===== src/rtl/wrr_arb_pkg.sv =====
// rtl/wrr_arb_pkg.sv - shared types and helpers for the weighted round-robin bank arbiter
package wrr_arb_pkg;

  // Widest requester vector the helpers handle; callers zero-extend into this width.
  localparam int MAX_REQ = 32;

  typedef enum logic {
    IDLE  = 1'b0,
    GRANT = 1'b1
  } state_e;

  // Binary index of the set bit in a one-hot vector; 0 for an all-zero vector.
  function automatic logic [4:0] onehot_to_idx(input logic [MAX_REQ-1:0] onehot);
    logic [4:0] idx;
    idx = '0;
    for (int i = 0; i < MAX_REQ; i++) begin
      if (onehot[i]) idx = idx | 5'(i);
    end
    return idx;
  endfunction

  // Bits strictly above the set bit of a one-hot vector; all zero for an all-zero vector.
  function automatic logic [MAX_REQ-1:0] thermo_above(input logic [MAX_REQ-1:0] onehot);
    logic [MAX_REQ-1:0] at_or_below;
    at_or_below = onehot | (onehot - MAX_REQ'(1));
    return ~at_or_below;
  endfunction

endpackage


===== src/rtl/rr_fp_pick.sv =====
// rtl/rr_fp_pick.sv - combinational masked/unmasked lowest-index-first picker
module rr_fp_pick
  import wrr_arb_pkg::*;
#(
  parameter int NUM_REQ = 5
) (
  input  logic [NUM_REQ-1:0] req,
  input  logic [NUM_REQ-1:0] mask,
  output logic [NUM_REQ-1:0] gnt_onehot,
  output logic [NUM_REQ-1:0] above_mask
);

  logic [NUM_REQ-1:0] masked;
  logic [NUM_REQ-1:0] sel;
  logic               found;

  // Prefer requesters at or above the pointer; fall back to the full set when none are there.
  always_comb begin
    masked     = req & mask;
    sel        = (|masked) ? masked : req;
    gnt_onehot = '0;
    found      = 1'b0;
    for (int i = 0; i < NUM_REQ; i++) begin
      if (sel[i] && !found) begin
        gnt_onehot[i] = 1'b1;
        found         = 1'b1;
      end
    end
    above_mask = NUM_REQ'(thermo_above(MAX_REQ'(gnt_onehot)));
  end

endmodule


===== src/rtl/wrr_burst_arbiter.sv =====
// rtl/wrr_burst_arbiter.sv - weighted round-robin bank arbiter with burst hold and bank_ready
module wrr_burst_arbiter
  import wrr_arb_pkg::*;
#(
  parameter int NUM_REQ  = 5,
  parameter int WEIGHT_W = 4,
  parameter int IDX_W    = $clog2(NUM_REQ)
) (
  input  logic                         clk,
  input  logic                         rst,
  input  logic [NUM_REQ-1:0]           req,
  input  logic [NUM_REQ*WEIGHT_W-1:0]  weight,
  input  logic                         bank_ready,
  output logic [NUM_REQ-1:0]           gnt,
  output logic                         gnt_valid,
  output logic [IDX_W-1:0]             gnt_idx,
  output logic                         xfer,
  output logic [NUM_REQ-1:0]           ptr_mask,
  output logic [WEIGHT_W-1:0]          burst_cnt
);

  localparam logic [NUM_REQ-1:0] ALL_ONES = '1;

  state_e              state_q, state_d;
  logic [NUM_REQ-1:0]  gnt_q, gnt_d;
  logic [IDX_W-1:0]    idx_q, idx_d;
  logic [WEIGHT_W-1:0] cnt_q, cnt_d;
  logic [WEIGHT_W-1:0] wt_q, wt_d;
  logic [NUM_REQ-1:0]  mask_q, mask_d;
  // Bits above the current owner, captured at grant time so release needs no extra decode.
  logic [NUM_REQ-1:0]  above_q, above_d;

  logic                owner_req;
  logic                xfer_c;
  logic                last_beat;
  logic                release_c;
  logic [NUM_REQ-1:0]  rel_mask;
  logic [NUM_REQ-1:0]  others;
  logic [NUM_REQ-1:0]  pick_req;
  logic [NUM_REQ-1:0]  pick_mask;
  logic [NUM_REQ-1:0]  pick_gnt;
  logic [NUM_REQ-1:0]  pick_above;
  logic [IDX_W-1:0]    win_idx;
  logic [WEIGHT_W-1:0] win_w;
  logic [WEIGHT_W-1:0] win_w_eff;

  assign owner_req = |(req & gnt_q);
  assign xfer_c    = (|gnt_q) & owner_req & bank_ready;
  assign last_beat = ({1'b0, cnt_q} + (WEIGHT_W+1)'(1)) == {1'b0, wt_q};
  assign release_c = (state_q == GRANT) & (~owner_req | (xfer_c & last_beat));

  // An owner at the top index leaves no bits above it, which means wrap to full priority.
  assign rel_mask  = (|above_q) ? above_q : ALL_ONES;

  // On release the owner competes only when nobody else asks, so it is re-granted as sole requester.
  assign others    = req & ~gnt_q;
  assign pick_req  = (state_q == GRANT) ? ((|others) ? others : req) : req;
  assign pick_mask = (state_q == GRANT) ? rel_mask : mask_q;

  rr_fp_pick #(
    .NUM_REQ (NUM_REQ)
  ) u_pick (
    .req        (pick_req),
    .mask       (pick_mask),
    .gnt_onehot (pick_gnt),
    .above_mask (pick_above)
  );

  assign win_idx   = IDX_W'(onehot_to_idx(MAX_REQ'(pick_gnt)));
  assign win_w     = weight[int'(win_idx)*WEIGHT_W +: WEIGHT_W];
  assign win_w_eff = (win_w == '0) ? WEIGHT_W'(1) : win_w;

  // Next-state: grant from IDLE, count beats, and hand over to the next owner without a bubble.
  always_comb begin
    state_d = state_q;
    gnt_d   = gnt_q;
    idx_d   = idx_q;
    cnt_d   = cnt_q;
    wt_d    = wt_q;
    mask_d  = mask_q;
    above_d = above_q;
    case (state_q)
      IDLE: begin
        if (|req) begin
          state_d = GRANT;
          gnt_d   = pick_gnt;
          idx_d   = win_idx;
          cnt_d   = '0;
          wt_d    = win_w_eff;
          above_d = pick_above;
        end
      end
      GRANT: begin
        if (release_c) begin
          mask_d = rel_mask;
          cnt_d  = '0;
          if (|pick_gnt) begin
            gnt_d   = pick_gnt;
            idx_d   = win_idx;
            wt_d    = win_w_eff;
            above_d = pick_above;
          end else begin
            state_d = IDLE;
            gnt_d   = '0;
            idx_d   = '0;
            wt_d    = '0;
            above_d = '0;
          end
        end else if (xfer_c) begin
          cnt_d = cnt_q + WEIGHT_W'(1);
        end
      end
      default: begin
        state_d = IDLE;
        gnt_d   = '0;
        idx_d   = '0;
        cnt_d   = '0;
        wt_d    = '0;
        above_d = '0;
      end
    endcase
  end

  // State and grant registers; reset wins over any in-flight burst.
  always_ff @(posedge clk) begin
    if (rst) begin
      state_q <= IDLE;
      gnt_q   <= '0;
      idx_q   <= '0;
      cnt_q   <= '0;
      wt_q    <= '0;
      mask_q  <= ALL_ONES;
      above_q <= '0;
    end else begin
      state_q <= state_d;
      gnt_q   <= gnt_d;
      idx_q   <= idx_d;
      cnt_q   <= cnt_d;
      wt_q    <= wt_d;
      mask_q  <= mask_d;
      above_q <= above_d;
    end
  end

  assign gnt       = gnt_q;
  assign gnt_valid = |gnt_q;
  assign gnt_idx   = idx_q;
  assign xfer      = xfer_c;
  assign ptr_mask  = mask_q;
  assign burst_cnt = cnt_q;

endmodule


===== config.mk =====
export PLATFORM = sky130hd
export DESIGN_NAME = wrr_burst_arbiter
export DESIGN_NICKNAME = d
export VERILOG_FILES = /design/src/rtl/wrr_arb_pkg.sv /design/src/rtl/rr_fp_pick.sv /design/src/rtl/wrr_burst_arbiter.sv
export SDC_FILE = /design/constraint.sdc
export NUM_CORES = 1
export LEC_CHECK = 0
export BUFFER_PORTS_ARGS = -buffer_cell sky130_fd_sc_hd__clkbuf_2
export CORE_MARGIN = 1.5
export CORE_UTILIZATION = 30
export CTS_BUF_LIST = sky130_fd_sc_hd__clkbuf_4
export CTS_CLUSTER_DIAMETER = 40
export DETAILED_ROUTE_END_ITERATION = 8
export MAX_ROUTING_LAYER = met4
export PLACE_DENSITY = 0.5
export RECOVER_POWER = 25
export SLEW_MARGIN = 0
export SYNTH_ARGS = -nofsm -noshare
export SYNTH_HDL_FRONTEND = slang
export SYNTH_HIERARCHICAL = 1
export SYNTH_SLANG_ARGS = --single-unit
export TNS_END_PERCENT = 1

===== constraint.sdc =====
create_clock -name clk -period 4.29 [get_ports clk]
set_input_delay 0.2145 -clock clk [delete_from_list [all_inputs] [get_ports clk]]
set_output_delay 0.2145 -clock clk [all_outputs]
set_load 0.01 [all_outputs]

==> metrics.md <==
| Metric | Value |
|---|---|
| Setup Buffers After CTS | `0` |
| Row Count | `28` |
| DRT Wirelength | `5.08 mm` |
| Area Growth Syn to Fin | `15.6%` |
| Remaining design rule violation count | `0` |
| Area leader, netlist | `sky130_fd_sc_hd__dfxtp_1` |
| Final hold violations | `0` |
| Nets@finish | `312` |
| Share of the core filled with cells | `0.363` |
| Clock buffers created by TritonCTS | `3` |
| Total of warnings raised by yosys | `6` |
| R2R Path End | `wt_q[1]` |
| Mapped Nets | `271` |
| Sort of element at the start of the critical path | `flop` |
| Clock-pin slew of the registers on the worst-case setup and hold paths | `0.15 ns` |
| Area share of the largest cell type after synthesis | `0.279` |
| Overall die height | `81.9 microns` |
| Ranking of synthesized cells by area | `sky130_fd_sc_hd__dfxtp_1 (28%), sky130_fd_sc_hd__mux2i_1 (7.0%), sky130_fd_sc_hd__nor2_1 (6.0%)` |
| Total Negative Setup Slacks | `0 ns` |
| Peak supply drop | `0.000160 V` |
| Endpoint of the most critical setup path | `wt_q[1]` |
| Core region area | `5960 sq um` |
| Violation count after the first detailed-routing iteration | `101` |
| Run status | `finished clean` |
| Latest clock arrival within the worst-skew pair | `0.33 ns` |
| Bufs on Longest Clock Path | `2` |
| Share of layout cells above drive strength 1 | `0.202` |
| Drt via density | `5.32` |
| Horizontal die dimension | `81.9 microns` |
| Routed vias | `1898` |
| Pwr dens | `577 nW/um^2` |
| Die outline area | `6710 sq um` |
| Maximum clock frequency | `261 MHz` |
| Flip-flop and latch count after synthesis | `26` |
| Number of global-route vias before repair | `1637` |
| Count of max-cap constraint violations | `0` |
| Worst path required time | `4.53 ns` |
| Worst R2R Start | `above_q[0]` |
| Total routing resource utilization after global routing | `0.160` |
| Number of top-level pins | `47` |
| Area of the mapped netlist | `1870 sq um` |
| Wire length of the first global-routing pass | `8.02 mm` |
| Starting density of the core | `0.314` |
| Clock Root Buffer | `sky130_fd_sc_hd__clkbuf_4` |
| Static Leakage | `0.914 nW` |
| Biggest fanout along the worst timing path | `8` |
| Kind of critical path | `flop to flop` |
| Depth of the worst register-to-register path | `11` |
| Reg-to-reg setup timing slack | `0.46 ns` |
| Level count of the clock H-tree | `1` |
| Mean cell area of the mapped netlist | `7.72 sq um` |
| Kind of end point of the critical path | `flop` |
| Crit. Startpoint | `above_q[0]` |
| Post-route clock skew | `0.0104 ns` |
| Slew Limit Headroom | `0.518` |
| Overflow left after global routing | `0` |
| Distinct cell type count after synthesis | `59` |
| Cells after Synth | `242` |
| Time the worst path needs with I/O delays and setup | `3.83 ns` |
| Final Wtd Congestion | `0.809` |
| Number of pins exceeding their max-slew limit in the final report | `0` |
| Class of the tightest hold or removal check | `primary input to flop` |
| # setup viols final | `0` |
| Number of gates resized after cts | `0` |
| Worst-Margin Slew | `0.722 ns` |
| Share of the cycle needed by the critical path after routing | `0.892` |
| Antenna violations before repair | `0` |
| Number of antenna cells inserted | `0` |
| Detail Placement HPWL | `3.79 mm` |
| Clock tree from TritonCTS | `yes` |
| Share of flip-flops with an asynchronous set or reset | `0` |
| TritonCTS Sinks | `26` |
| RSZ-0062 raised after global routing | `no` |
| Count of input and output buffers | `46` |
| Number of detailed-routing iterations run before antenna repair | `4` |
| Data arrival, critical path | `4.06 ns` |
| Wirelength per Cell | `14.2 microns` |
| Number of flops mapped to enable cells by yosys | `0` |
| Most frequently used flop master after synthesis | `sky130_fd_sc_hd__dfxtp_1` |
| Post-cts hold buffer count | `0` |
| Antenna viol nets, final | `0` |
| Portion of the post-synthesis area used by sequential elements | `0.279` |
| Pin count of the biggest net entering global routing | `34` |
## layer usage
metal | routed length (microns) | global-route usage | vias up
met5 | 0 | - | -
met4 | 59 | 0.0407 | 0
met3 | 286 | 0.0167 | 6
met2 | 2080 | 0.240 | 79
met1 | 2650 | 0.228 | 844
li1 | - | - | 969
## state kept, by name, indices dropped and copies added (netlist names)
signal / count
gnt_idx: 2
ptr_mask: 5
state_q: 1
gnt: 5
above_q: 5
burst_cnt: 4
wt_q: 4
## placed cells by master (no fill, tap or decap), types with 3 or more instances in the layout
master and n:
sky130_fd_sc_hd__clkbuf_2 35, sky130_fd_sc_hd__nor2_1 30, sky130_fd_sc_hd__dfxtp_1 26, sky130_fd_sc_hd__a21oi_1 21
sky130_fd_sc_hd__nand2_1 14, sky130_fd_sc_hd__mux2i_1 13, sky130_fd_sc_hd__inv_1 11, sky130_fd_sc_hd__clkbuf_1 11
sky130_fd_sc_hd__nor3_1 10, sky130_fd_sc_hd__nand3_1 9, sky130_fd_sc_hd__o21ai_1 8, sky130_fd_sc_hd__nor2b_1 7
sky130_fd_sc_hd__nand2b_1 7, sky130_fd_sc_hd__a22oi_1 6, sky130_fd_sc_hd__o21ai_0 6, sky130_fd_sc_hd__a211oi_1 4
sky130_fd_sc_hd__buf_4 4, sky130_fd_sc_hd__a31oi_1 3, sky130_fd_sc_hd__nand4_1 3, sky130_fd_sc_hd__a221oi_1 3
sky130_fd_sc_hd__clkbuf_4 3
## final cells by class
class	instances	area (sq um)
fillers	659	3800
multi-input cells	191	1230
flip-flops and latches	26	520
repair buffers	50	246
well taps	75	93.8
inverters	11	41.3
clock buffers	3	22.5
clock inverters	1	3.75
## critical path: stages (launching register included)
cell and delay (ns):
sky130_fd_sc_hd__dfxtp_1 0.36, sky130_fd_sc_hd__nor4_1 0.41, sky130_fd_sc_hd__nor2b_1 0.46, sky130_fd_sc_hd__nor2_1 0.08
sky130_fd_sc_hd__a21oi_1 0.36, sky130_fd_sc_hd__a222oi_1 0.28, sky130_fd_sc_hd__o2111a_1 0.40, sky130_fd_sc_hd__or4_1 0.56
sky130_fd_sc_hd__nor3_2 0.17, sky130_fd_sc_hd__nor2_1 0.17, sky130_fd_sc_hd__a21boi_1 0.21, sky130_fd_sc_hd__mux2_4 0.26
## report_power, final
| part | switching (mW) | total (mW) | internal [mW] | leakage (nW) |
|---|---|---|---|---|
| sequential | 0.0738 | 0.393 | 0.320 | 0.214 |
| combinational | 0.431 | 0.741 | 0.310 | 0.685 |
| clock | 0.0781 | 0.112 | 0.0342 | 0.0154 |
## cell usage after synthesis, drive strengths merged (2+ instances only)
master and instances:
o31ai 2, o22ai 2, o21ai 15, a221oi 3
xnor2 3, buf 6, nor2 31, a31oi 4
a21o 2, a211oi 4, dfxtp 26, nand3 9
nand2 15, inv 11, a21boi 2, nor3 11
nand2b 7, a31o 2, a22oi 6, mux2i 13
a22o 2, or4 2, nand4 3, a222oi 2
a21oi 21, nor2b 7, clkbuf 8, o21a 2
or2 2
## logic make-up after synthesis
logic type / after synthesis / synth area share
DFF: 26 / 0.279
muxes: 14 / 0.0777
AOI/OAI and AO/OA: 74 / 0.270
other: 1 / 0.00201
adders and majority gates: 1 / 0.00670
buffers and inverters: 25 / 0.0623
and+or+nand+nor: 96 / 0.268
xor gates and xnor gates: 5 / 0.0348
## worst min path at each step
stage,from,to,slack (ns),cells past startpoint
global route,weight[19],wt_q[3],0.32,4
detailed placement,wt_q[3],wt_q[3],0.50,2
floorplan,rst,wt_q[0],0.39,3
CTS,weight[16],wt_q[0],0.30,5
global placement,wt_q[3],wt_q[3],0.49,2
finish,weight[18],wt_q[2],0.30,4
## stage by stage
step	cells	power, mW	setup slack, ns	area (sq um)	hold slack (ns)
6_report	357	1.25	0.464	2160	0.305
5_1_grt	357	1.35	0.0694	2160	0.321
4_1_cts	357	1.26	0.486	2170	0.300
3_5_place_dp	353	1.14	0.541	2150	0.496
3_3_place_gp	353	1.14	0.665	2150	0.492
2_1_floorplan	242	0.954	0.827	1870	0.389
(Power assumes the default switching activity.)
